<file path="src/rtl/pipeline_hazard_ctrl_pkg.sv">
`default_nettype none
// ============================================================================
//  Module   : rv32i_types (package)
//  Purpose  : Shared types for the pipeline hazard controller.
//             hzd_state_t - control FSM states (BOOT, ACCESS)
//             fwd_sel_t   - operand forwarding select encoding
//  Revision : 1.0 - initial release
// ============================================================================
package rv32i_types;

   typedef enum logic [0:0] {
      BOOT   = 1'b0,
      ACCESS = 1'b1
   } hzd_state_t;

   typedef enum logic [1:0] {
      FWD_RF    = 2'b00,
      FWD_EXMEM = 2'b01,
      FWD_MEMWB = 2'b10
   } fwd_sel_t;

endpackage
`default_nettype wire

</file>
<file path="src/rtl/pipeline_hazard_ctrl_sat_counter.sv">
`default_nettype none
// ============================================================================
//  Module   : sat_counter
//  Purpose  : Saturating up-counter; holds at all-ones.
//  Ports    : clk, rst (async active-high), inc (count enable),
//             count [W-1:0] (current value)
//  Revision : 1.0 - initial release
// ============================================================================
module sat_counter #(
   parameter int W = 32
) (
   input  logic         clk,
   input  logic         rst,
   input  logic         inc,
   output logic [W-1:0] count
);
   import rv32i_types::*;

   localparam logic [W-1:0] c_MAX = {W{1'b1}};
   localparam logic [W-1:0] c_ONE = {{(W-1){1'b0}}, 1'b1};

   logic [W-1:0] r_count;

   always_ff @(posedge clk or posedge rst) begin
      if (rst) begin
         r_count <= '0;
      end else if (inc && (r_count != c_MAX)) begin
         r_count <= r_count + c_ONE;
      end
   end

   assign count = r_count;

endmodule
`default_nettype wire

</file>
<file path="src/rtl/pipeline_hazard_ctrl.sv">
`default_nettype none
// ============================================================================
//  Module   : pipeline_hazard_ctrl
//  Purpose  : 5-stage pipeline control. Joins the split I-mem/D-mem
//             handshakes into one advance strobe, detects load-use and
//             (without forwarding) RAW hazards, flushes wrong-path work on
//             EX redirects, drives forwarding selects and perf counters.
//  Ports    : clk, rst                      clock, async active-high reset
//             imem_resp, dmem_resp          memory completion pulses
//             id_rs1/2, id_use_rs1/2        IF/ID source operands
//             ex_rs1/2, ex_rd, ex_we,
//             ex_is_load, ex_redirect       ID/EX instruction info
//             mem_rd, mem_we, mem_is_load,
//             mem_is_store                  EX/MEM instruction info
//             wb_rd, wb_we                  MEM/WB instruction info
//             advance, hold_front,
//             bubble_idex, flush_ifid,
//             pcmux_redirect                pipeline buffer controls
//             imem_read, dmem_read,
//             dmem_write                    memory requests
//             fwd_a, fwd_b                  forwarding selects
//             stall_cnt, flush_cnt          saturating perf counters
//  Revision : 1.0 - initial release
// ============================================================================
module pipeline_hazard_ctrl #(
   parameter int REG_W  = 5,
   parameter int PERF_W = 32,
   parameter bit FWD_EN = 1'b1
) (
   input  logic              clk,
   input  logic              rst,
   input  logic              imem_resp,
   input  logic              dmem_resp,
   input  logic [REG_W-1:0]  id_rs1,
   input  logic [REG_W-1:0]  id_rs2,
   input  logic              id_use_rs1,
   input  logic              id_use_rs2,
   input  logic [REG_W-1:0]  ex_rs1,
   input  logic [REG_W-1:0]  ex_rs2,
   input  logic [REG_W-1:0]  ex_rd,
   input  logic              ex_we,
   input  logic              ex_is_load,
   input  logic              ex_redirect,
   input  logic [REG_W-1:0]  mem_rd,
   input  logic              mem_we,
   input  logic              mem_is_load,
   input  logic              mem_is_store,
   input  logic [REG_W-1:0]  wb_rd,
   input  logic              wb_we,
   output logic              advance,
   output logic              hold_front,
   output logic              bubble_idex,
   output logic              flush_ifid,
   output logic              pcmux_redirect,
   output logic              imem_read,
   output logic              dmem_read,
   output logic              dmem_write,
   output logic [1:0]        fwd_a,
   output logic [1:0]        fwd_b,
   output logic [PERF_W-1:0] stall_cnt,
   output logic [PERF_W-1:0] flush_cnt
);
   import rv32i_types::*;

   localparam logic [REG_W-1:0] c_X0 = '0;

   // True when the IF/ID instruction actually reads register rd (x0 never counts).
   function automatic logic id_reads(
      input logic [REG_W-1:0] rd,
      input logic [REG_W-1:0] rs1,
      input logic [REG_W-1:0] rs2,
      input logic             use1,
      input logic             use2
   );
      return (rd != c_X0) && ((use1 && (rs1 == rd)) || (use2 && (rs2 == rd)));
   endfunction

   // EX/MEM is the younger producer, so it wins over MEM/WB.
   function automatic fwd_sel_t fwd_pick(
      input logic [REG_W-1:0] rs,
      input logic [REG_W-1:0] m_rd,
      input logic             m_we,
      input logic [REG_W-1:0] w_rd,
      input logic             w_we
   );
      if (m_we && (m_rd != c_X0) && (m_rd == rs)) begin
         return FWD_EXMEM;
      end else if (w_we && (w_rd != c_X0) && (w_rd == rs)) begin
         return FWD_MEMWB;
      end
      return FWD_RF;
   endfunction

   hzd_state_t r_state;
   logic       r_i_done;
   logic       r_d_done;

   logic       w_access;
   logic       w_i_ok;
   logic       w_d_ok;
   logic       w_load_use;
   logic       w_raw_hazard;
   logic       w_hazard;
   logic       w_stall_inc;
   logic       w_flush_inc;
   fwd_sel_t   w_fwd_a;
   fwd_sel_t   w_fwd_b;

   // ------------------------------------------------------------------------
   // Control FSM and response-seen flags. A response that arrives before the
   // other side is ready is remembered until the joint advance consumes it.
   // ------------------------------------------------------------------------
   always_ff @(posedge clk or posedge rst) begin
      if (rst) begin
         r_state  <= BOOT;
         r_i_done <= 1'b0;
         r_d_done <= 1'b0;
      end else begin
         case (r_state)
            BOOT: begin
               r_state <= ACCESS;
            end
            ACCESS: begin
               if (advance) begin
                  r_i_done <= 1'b0;
                  r_d_done <= 1'b0;
               end else begin
                  if (imem_resp) r_i_done <= 1'b1;
                  if (dmem_resp) r_d_done <= 1'b1;
               end
            end
            default: begin
               r_state <= BOOT;
            end
         endcase
      end
   end

   assign w_access = (r_state == ACCESS);
   assign w_i_ok   = r_i_done | imem_resp;
   assign w_d_ok   = !(mem_is_load | mem_is_store) | r_d_done | dmem_resp;

   assign advance    = w_access & w_i_ok & w_d_ok;
   assign imem_read  = w_access & !r_i_done;
   assign dmem_read  = w_access & mem_is_load  & !r_d_done;
   assign dmem_write = w_access & mem_is_store & !r_d_done;

   // ------------------------------------------------------------------------
   // Hazard detection and forwarding
   // ------------------------------------------------------------------------
   assign w_load_use = ex_is_load & ex_we &
                       id_reads(ex_rd, id_rs1, id_rs2, id_use_rs1, id_use_rs2);

   generate
      if (FWD_EN) begin : g_fwd
         assign w_raw_hazard = 1'b0;
         assign w_fwd_a      = fwd_pick(ex_rs1, mem_rd, mem_we, wb_rd, wb_we);
         assign w_fwd_b      = fwd_pick(ex_rs2, mem_rd, mem_we, wb_rd, wb_we);
      end else begin : g_no_fwd
         // Without bypass paths every in-flight producer blocks its consumer
         // until it has been written back.
         assign w_raw_hazard =
            (ex_we  & id_reads(ex_rd,  id_rs1, id_rs2, id_use_rs1, id_use_rs2)) |
            (mem_we & id_reads(mem_rd, id_rs1, id_rs2, id_use_rs1, id_use_rs2)) |
            (wb_we  & id_reads(wb_rd,  id_rs1, id_rs2, id_use_rs1, id_use_rs2));
         assign w_fwd_a = FWD_RF;
         assign w_fwd_b = FWD_RF;
      end
   endgenerate

   assign w_hazard = w_load_use | w_raw_hazard;

   // A redirect squashes the IF/ID consumer, so any hazard it had is moot.
   assign flush_ifid     = advance & ex_redirect;
   assign pcmux_redirect = advance & ex_redirect;
   assign hold_front     = advance & !ex_redirect & w_hazard;
   assign bubble_idex    = advance & (ex_redirect | w_hazard);

   // Forwarding selects are purely combinational from the datapath fields;
   // force them quiet while reset is held.
   assign fwd_a = rst ? FWD_RF : w_fwd_a;
   assign fwd_b = rst ? FWD_RF : w_fwd_b;

   // ------------------------------------------------------------------------
   // Perf counters
   // ------------------------------------------------------------------------
   assign w_stall_inc = w_access & (!advance | (w_hazard & !ex_redirect));
   assign w_flush_inc = advance & ex_redirect;

   sat_counter #(.W(PERF_W)) u_stall_cnt (
      .clk   (clk),
      .rst   (rst),
      .inc   (w_stall_inc),
      .count (stall_cnt)
   );

   sat_counter #(.W(PERF_W)) u_flush_cnt (
      .clk   (clk),
      .rst   (rst),
      .inc   (w_flush_inc),
      .count (flush_cnt)
   );

endmodule
`default_nettype wire

</file>
<file path="config.mk">
export PLATFORM = sky130hd
export DESIGN_NAME = pipeline_hazard_ctrl
export DESIGN_NICKNAME = d
export VERILOG_FILES = /design/src/rtl/pipeline_hazard_ctrl_pkg.sv /design/src/rtl/pipeline_hazard_ctrl_sat_counter.sv /design/src/rtl/pipeline_hazard_ctrl.sv
export SDC_FILE = /design/constraint.sdc
export NUM_CORES = 1
export LEC_CHECK = 0
export BUFFER_PORTS_ARGS = -buffer_cell sky130_fd_sc_hd__buf_2
export CORE_MARGIN = 2
export CORE_UTILIZATION = 55
export CTS_BUF_LIST = sky130_fd_sc_hd__clkbuf_16
export CTS_CLUSTER_SIZE = 8
export DETAILED_ROUTE_END_ITERATION = 8
export GPL_TIMING_DRIVEN = 0
export PLACE_DENSITY_LB_ADDON = 0.3
export SETUP_SLACK_MARGIN = 0.3
export SYNTH_ARGS = -nofsm -noshare
export SYNTH_HDL_FRONTEND = slang
export SYNTH_HIERARCHICAL = 1
export SYNTH_SLANG_ARGS = --single-unit
</file>
<file path="constraint.sdc">
create_clock -name clk -period 6.45 [get_ports clk]
set_input_delay 0 -clock clk [delete_from_list [all_inputs] [get_ports clk]]
set_output_delay 0 -clock clk [all_outputs]
set_load 0.05 [all_outputs]
</file>
# ---- After elaboration in Yosys (flattened, before gate mapping)
# Cells that the tools add are included.
dict set report totals {
  in_bits 48
  register_bits 67
  wordCells 76
  out_inout_bits 76
}
dict set report op_classes {
  eq_ne 8
  n_reduce_logical 24
  bitwise_logic 21
  n_mux 16
  n_addsub 2
}
# cell n
set op_table {}
lappend op_table {{$add A32 B1 Y32 const B} 2}
lappend op_table {{$ne A32 B32 Y1 const B} 2}
lappend op_table {{$eq A5 B5 Y1} 6}
lappend op_table {{$mux W2} 8}
lappend op_table {{$and A1 B1 Y1} 15}
lappend op_table {{$reduce_bool A5 Y1} 3}
lappend op_table {{$logic_and A1 B1 Y1} 11}
lappend op_table {{$mux W1} 8}
lappend op_table {{$or A1 B1 Y1} 6}
lappend op_table {{$logic_not A1 Y1} 5}
lappend op_table {{$reduce_and A2 Y1} 2}
lappend op_table {{$reduce_bool A2 Y1} 2}
lappend op_table {{$logic_or A1 B1 Y1} 1}

# ---- Logic depth before layout (Yosys ltp)
dict set report depth {
  depth_word 9
  ltp_mapped 11
  ltp_nobuf 10
}

# ---- Modules after synthesis
# The synthesis kept the hierarchy.
# mod seq_area_each_um2 area_each_um2 instances cells_per_inst
set modules_own_cells {}
lappend modules_own_cells {sat_counter 800.8 1561.5 2 139}
lappend modules_own_cells {pipeline_hazard_ctrl 75.1 610.6 1 77}

# ---- Worst setup path before layout
# No wires, ideal clock.
dict set report synth_timing {
  kind {register to register}
  startpoint {register r_i_done}
  endpoint {register u_flush_cnt.r_count[21] (netlist: u_flush_cnt/count[21])}
  setup_slack_ns 3.235
  stages_incl_launch_ff 12
  synth_period_minus_slack_ns 3.215
  setup_ns 0.142
  required_time_ns 6.308
  arrival_time_ns 3.073
  n_path_buf 1
  path_cell_list {dfrtp_1 > or2_2 > o311ai_0 > inv_1 > nand2_1 > inv_1 > clkbuf_2 > nand3_1 > or4_4 > a311oi_4 > nand4_1 > xnor2_1}
}
dict set report synth_between {
  elab_chain_cells 5
}
# element line
set synth_lines {}
lappend synth_lines {{start: declaration} pipeline_hazard_ctrl.sv:95} ;# logic r_i_done;
lappend synth_lines {{start signal: assignment} pipeline_hazard_ctrl.sv:116} ;# r_i_done <= 1'b0;
lappend synth_lines {{start signal: assignment} pipeline_hazard_ctrl.sv:125} ;# r_i_done <= 1'b0;
lappend synth_lines {{start signal: assignment} pipeline_hazard_ctrl.sv:128} ;# if (imem_resp) r_i_done <= 1'b1;
lappend synth_lines {{$or A1 B1 Y1} pipeline_hazard_ctrl.sv:140} ;# assign w_i_ok = r_i_done | imem_resp;
lappend synth_lines {{$and A1 B1 Y1 (2 in a row)} pipeline_hazard_ctrl.sv:143} ;# assign advance = w_access & w_i_ok & w_d_ok;
lappend synth_lines {{named net advance} pipeline_hazard_ctrl.sv:50} ;# output logic advance,
lappend synth_lines {{$and A1 B1 Y1} n/a}
lappend synth_lines {{named net flush_ifid} pipeline_hazard_ctrl.sv:53} ;# output logic flush_ifid,
lappend synth_lines {{$logic_and A1 B1 Y1} pipeline_hazard_ctrl_sat_counter.sv:27} ;# end else if (inc && (r_count != c_MAX)) begin
lappend synth_lines {{end signal: assignment} pipeline_hazard_ctrl_sat_counter.sv:28} ;# r_count <= r_count + c_ONE;
lappend synth_lines {{end: declaration} pipeline_hazard_ctrl_sat_counter.sv:22} ;# logic [W-1:0] r_count;
# The timed path passes the listed nets, and every way through them passes these cells.
# A chain may end at the register's enable or synchronous reset.

# ---- Worst setup path after layout
dict set report layout_timing {
  startpoint {register r_d_done}
  endpoint {register u_stall_cnt.r_count[23] (netlist: u_stall_cnt/count[23])}
}
dict set report layout_between {
  elab_chain_cells 7
}
# element line
set layout_lines {}
lappend layout_lines {{start: declaration} pipeline_hazard_ctrl.sv:96} ;# logic r_d_done;
lappend layout_lines {{start signal: assignment} pipeline_hazard_ctrl.sv:117} ;# r_d_done <= 1'b0;
lappend layout_lines {{start signal: assignment} pipeline_hazard_ctrl.sv:126} ;# r_d_done <= 1'b0;
lappend layout_lines {{start signal: assignment} pipeline_hazard_ctrl.sv:129} ;# if (dmem_resp) r_d_done <= 1'b1;
lappend layout_lines {{$or A1 B1 Y1 (2 in a row)} pipeline_hazard_ctrl.sv:141} ;# assign w_d_ok = !(mem_is_load | mem_is_store) | r_d_done | dmem_resp;
lappend layout_lines {{$and A1 B1 Y1} pipeline_hazard_ctrl.sv:143}
lappend layout_lines {{$logic_not A1 Y1} pipeline_hazard_ctrl.sv:187} ;# assign w_stall_inc = w_access & (!advance | (w_hazard & !ex_redirect));
lappend layout_lines {{$or A1 B1 Y1} pipeline_hazard_ctrl.sv:187}
lappend layout_lines {{$and A1 B1 Y1} pipeline_hazard_ctrl.sv:187}
lappend layout_lines {{named net w_stall_inc} pipeline_hazard_ctrl.sv:104} ;# logic w_stall_inc;
lappend layout_lines {{$logic_and A1 B1 Y1} pipeline_hazard_ctrl_sat_counter.sv:27}
lappend layout_lines {{end signal: assignment} pipeline_hazard_ctrl_sat_counter.sv:28}
lappend layout_lines {{end: declaration} pipeline_hazard_ctrl_sat_counter.sv:22}
# The timed path passes the listed nets, and every way through them passes these cells.

==> out/results.ini <==
[run_status]
status=complete, no violations

[routing]
met1Wirelength_mm=3.53
drt-pass1-iter-count=4
avgRoutedWirePerCell_um=14.6
wl_met3_um=432
drtIter0Drc=103
routed_wl_mm=8.42
viasPerCell=5.66
drc=0
routed.top_layer=met4
ant_nets=0
met2RoutedLength_mm=4.32
dr_total_vias=3267

[setup_path]
crit_fanout=10
critPathLaunchType=register
startpoint=r_d_done
path_class=register to register
max_stage_delay_ps=710
required_ps=6650
rr_worst_depth=9
worstReg2RegStart=r_d_done
cp_data_arrival_time_ps=3460
cp_cell_sequence=o311ai_0, nand2_1, o41ai_1, clkbuf_2, nand3_1, or4_4, a311oi_4, nand4_1, xnor2_1
crit_path_end_kind=register
cpMaxStageDelayCell=o311ai_0

[clock_tree]
htree_levels=3
clock-root-buffer=clkbuf_16
cts.sinks=67
postCtsResizedCells=0
cts_tree=done
cts_buffers=9
clkTransAtPathRegs_ps=50
clkLatencyLatePin_ps=320
cts_setup_buffers=0
clk_path_buf_depth=2
ctsHoldBuffers=3

[timing]
worst_slack_ps=3190
setup_viol=0
period_minus_slack_ps=3260
hold_viol_final=0
slew_viol_final=0
rsz0062_at_grt=no
fin_crit_sh_pct=50.5
worst_pin_slew_ps=1190
fmax_mhz=307
relSlewSlack_pct=20.8
setup_tns_ps=0
hold_slack_ps=148
skew_ps=7.24

[logic_synthesis]
synth_seq_area_share_pct=44.9
synthTopCellsByArea=dfrtp_1, xnor2_1, nand3_1
synth-simple-area-share_pct=24.2
synthFlopType=dfrtp_1
synthArstFlopShare_pct=100
netlist.top_cell.by_area=dfrtp_1
synth_top_family_by_area=simple AND/OR/NAND/NOR gates
yosysTopAreaCellShare_pct=44.9
synthDistinctLibCells=41
synthCells=355
synthTopCellsByCount=dfrtp_1, xnor2_1, nand3_1
synth_edf_count=0
netlist_area_sq_um=3730
syn_area_per_cell_sq_um=10.5
synthXorXnorAreaFrac_pct=20.2
synth-compound-area-share_pct=6.97
ys_ff_latch=67
synth_fp_nets=405
synthMostInstantiatedCell=dfrtp_1
synthAdderAreaFrac_pct=0.670
yosys_warnings=6
synth_mux_area_share_pct=1.14

[finish]
syn_to_final_growth_pct=27.4
fillers=527
final_cell_count_no_fill=577
final_util_pct=71.2
drive_above_1_share_pct=32.0
nets=543
antenna_cells=0

[floorplanning]
num_rows=30
die_h_um=86.4
core-area_sq_um=6680
pin_count=124
initial_utilization_pct=55.9
dieWidth_um=86.4
die_area_sq_um=7460

[power]
power_density_nw_per_um2=261
leakage_nw=2.33
ir_worst_vdd_mv=0.324

[placed_design]
place_ws_ps=3300
portBuffers=123
place_congestion=0.874
placed_cells=558
dp_hpwl_mm=6.29

[global_routing]
gr-total-overflow=0
grt_pass1_vias=3191
grt_max_degree=33
antenna_found_initial=0
grt_pass1_wl_mm=14.2
grt_use_total_pct=23.6

[min_path]
min_path_type=input port to asynchronous set/reset pin

[job]
max_cap_violations=0

==> critical path, delay by kind of cell, from the launching register on <==
kind	cells	cell delay [ps]
AOI/OAI and AO/OA	3	1350
buffers and inverters	1	270
and+or+nand+nor	4	950
DFF	1	410
xor gates and xnor gates	1	160
==> stage by stage <==
stage | instance area (sq um) | total power [mW]
after detailed placement | 4450 | 0.830
after floorplan | 3730 | 0.739
after global routing | 4760 | 1.30
final | 4760 | 1.24
after CTS | 4730 | 1.25
after global placement | 4450 | 0.823
==> path summary, 6_finish.rpt <==
kind | end | slack, ps
setup / recovery | u_stall_cnt/count[23] | 3190
hold / removal | r_d_done | 150
setup reg to reg | u_stall_cnt/count[23] | 3190
min in group clk | r_i_done | 150
max in group asynchronous | u_flush_cnt/count[29] | 5140
hold reg to reg | u_flush_cnt/count[10] | 490
==> cell usage in the layout (no fill, tap or decap), types with 11 or more instances in the layout <==
| master | n |
|---|---|
| xor2_1 | 22 |
| nand4_1 | 20 |
| nand2_1 | 18 |
| dfrtp_1 | 67 |
| nor2_1 | 11 |
| buf_2 | 123 |
| xnor2_1 | 64 |
| nand3_1 | 46 |
| inv_1 | 12 |
| and3_1 | 20 |
==> sequential cells by signal, summed over array words and instances, names as in the netlist <==
signal	count
u_flush_cnt/count	32
r_i_done	1
r_d_done	1
u_stall_cnt/count	32
r_state	1
==> cell families after synthesis <==
kind of cell | count (synthesis)
and+or+nand+nor | 152
xor gates and xnor gates | 86
DFF | 67
AOI/OAI and AO/OA | 26
buffers and inverters | 17
muxes | 4
adders and majority gates | 2
other | 1
==> metal layers <==
metal  global-route usage (%)  up-vias
met5                        0        -
met4                     9.23        0
met3                     6.57       17
met2                     41.0       93
met1                     27.5     1589
li1                         -     1568
==> cell type report <==
| type | instances | area (sq um) | area share (%) |
|---|---|---|---|
| Timing Repair Buffer | 127 | 673 | 14.1 |
| Sequential cell | 67 | 1680 | 35.2 |
| Tap cell | 80 | 100 | 2.10 |
| Clock inverter | 6 | 26.3 | 0.552 |
| Inverter | 10 | 37.5 | 0.789 |
| Multi-Input combinational cell | 271 | 1990 | 41.8 |
| Buffer | 7 | 32.5 | 0.684 |
| Clock buffer | 9 | 225 | 4.73 |
==> where the power goes <==
group | internal [mW] | switching (mW) | total [mW] | leakage, nW
Sequential | 0.458 | 0.0539 | 0.512 | 0.911
Clock | 0.251 | 0.160 | 0.411 | 0.135
Combinational | 0.0953 | 0.222 | 0.317 | 1.29
Total | 0.804 | 0.436 | 1.24 | 2.33
(Power assumes the default switching activity.)
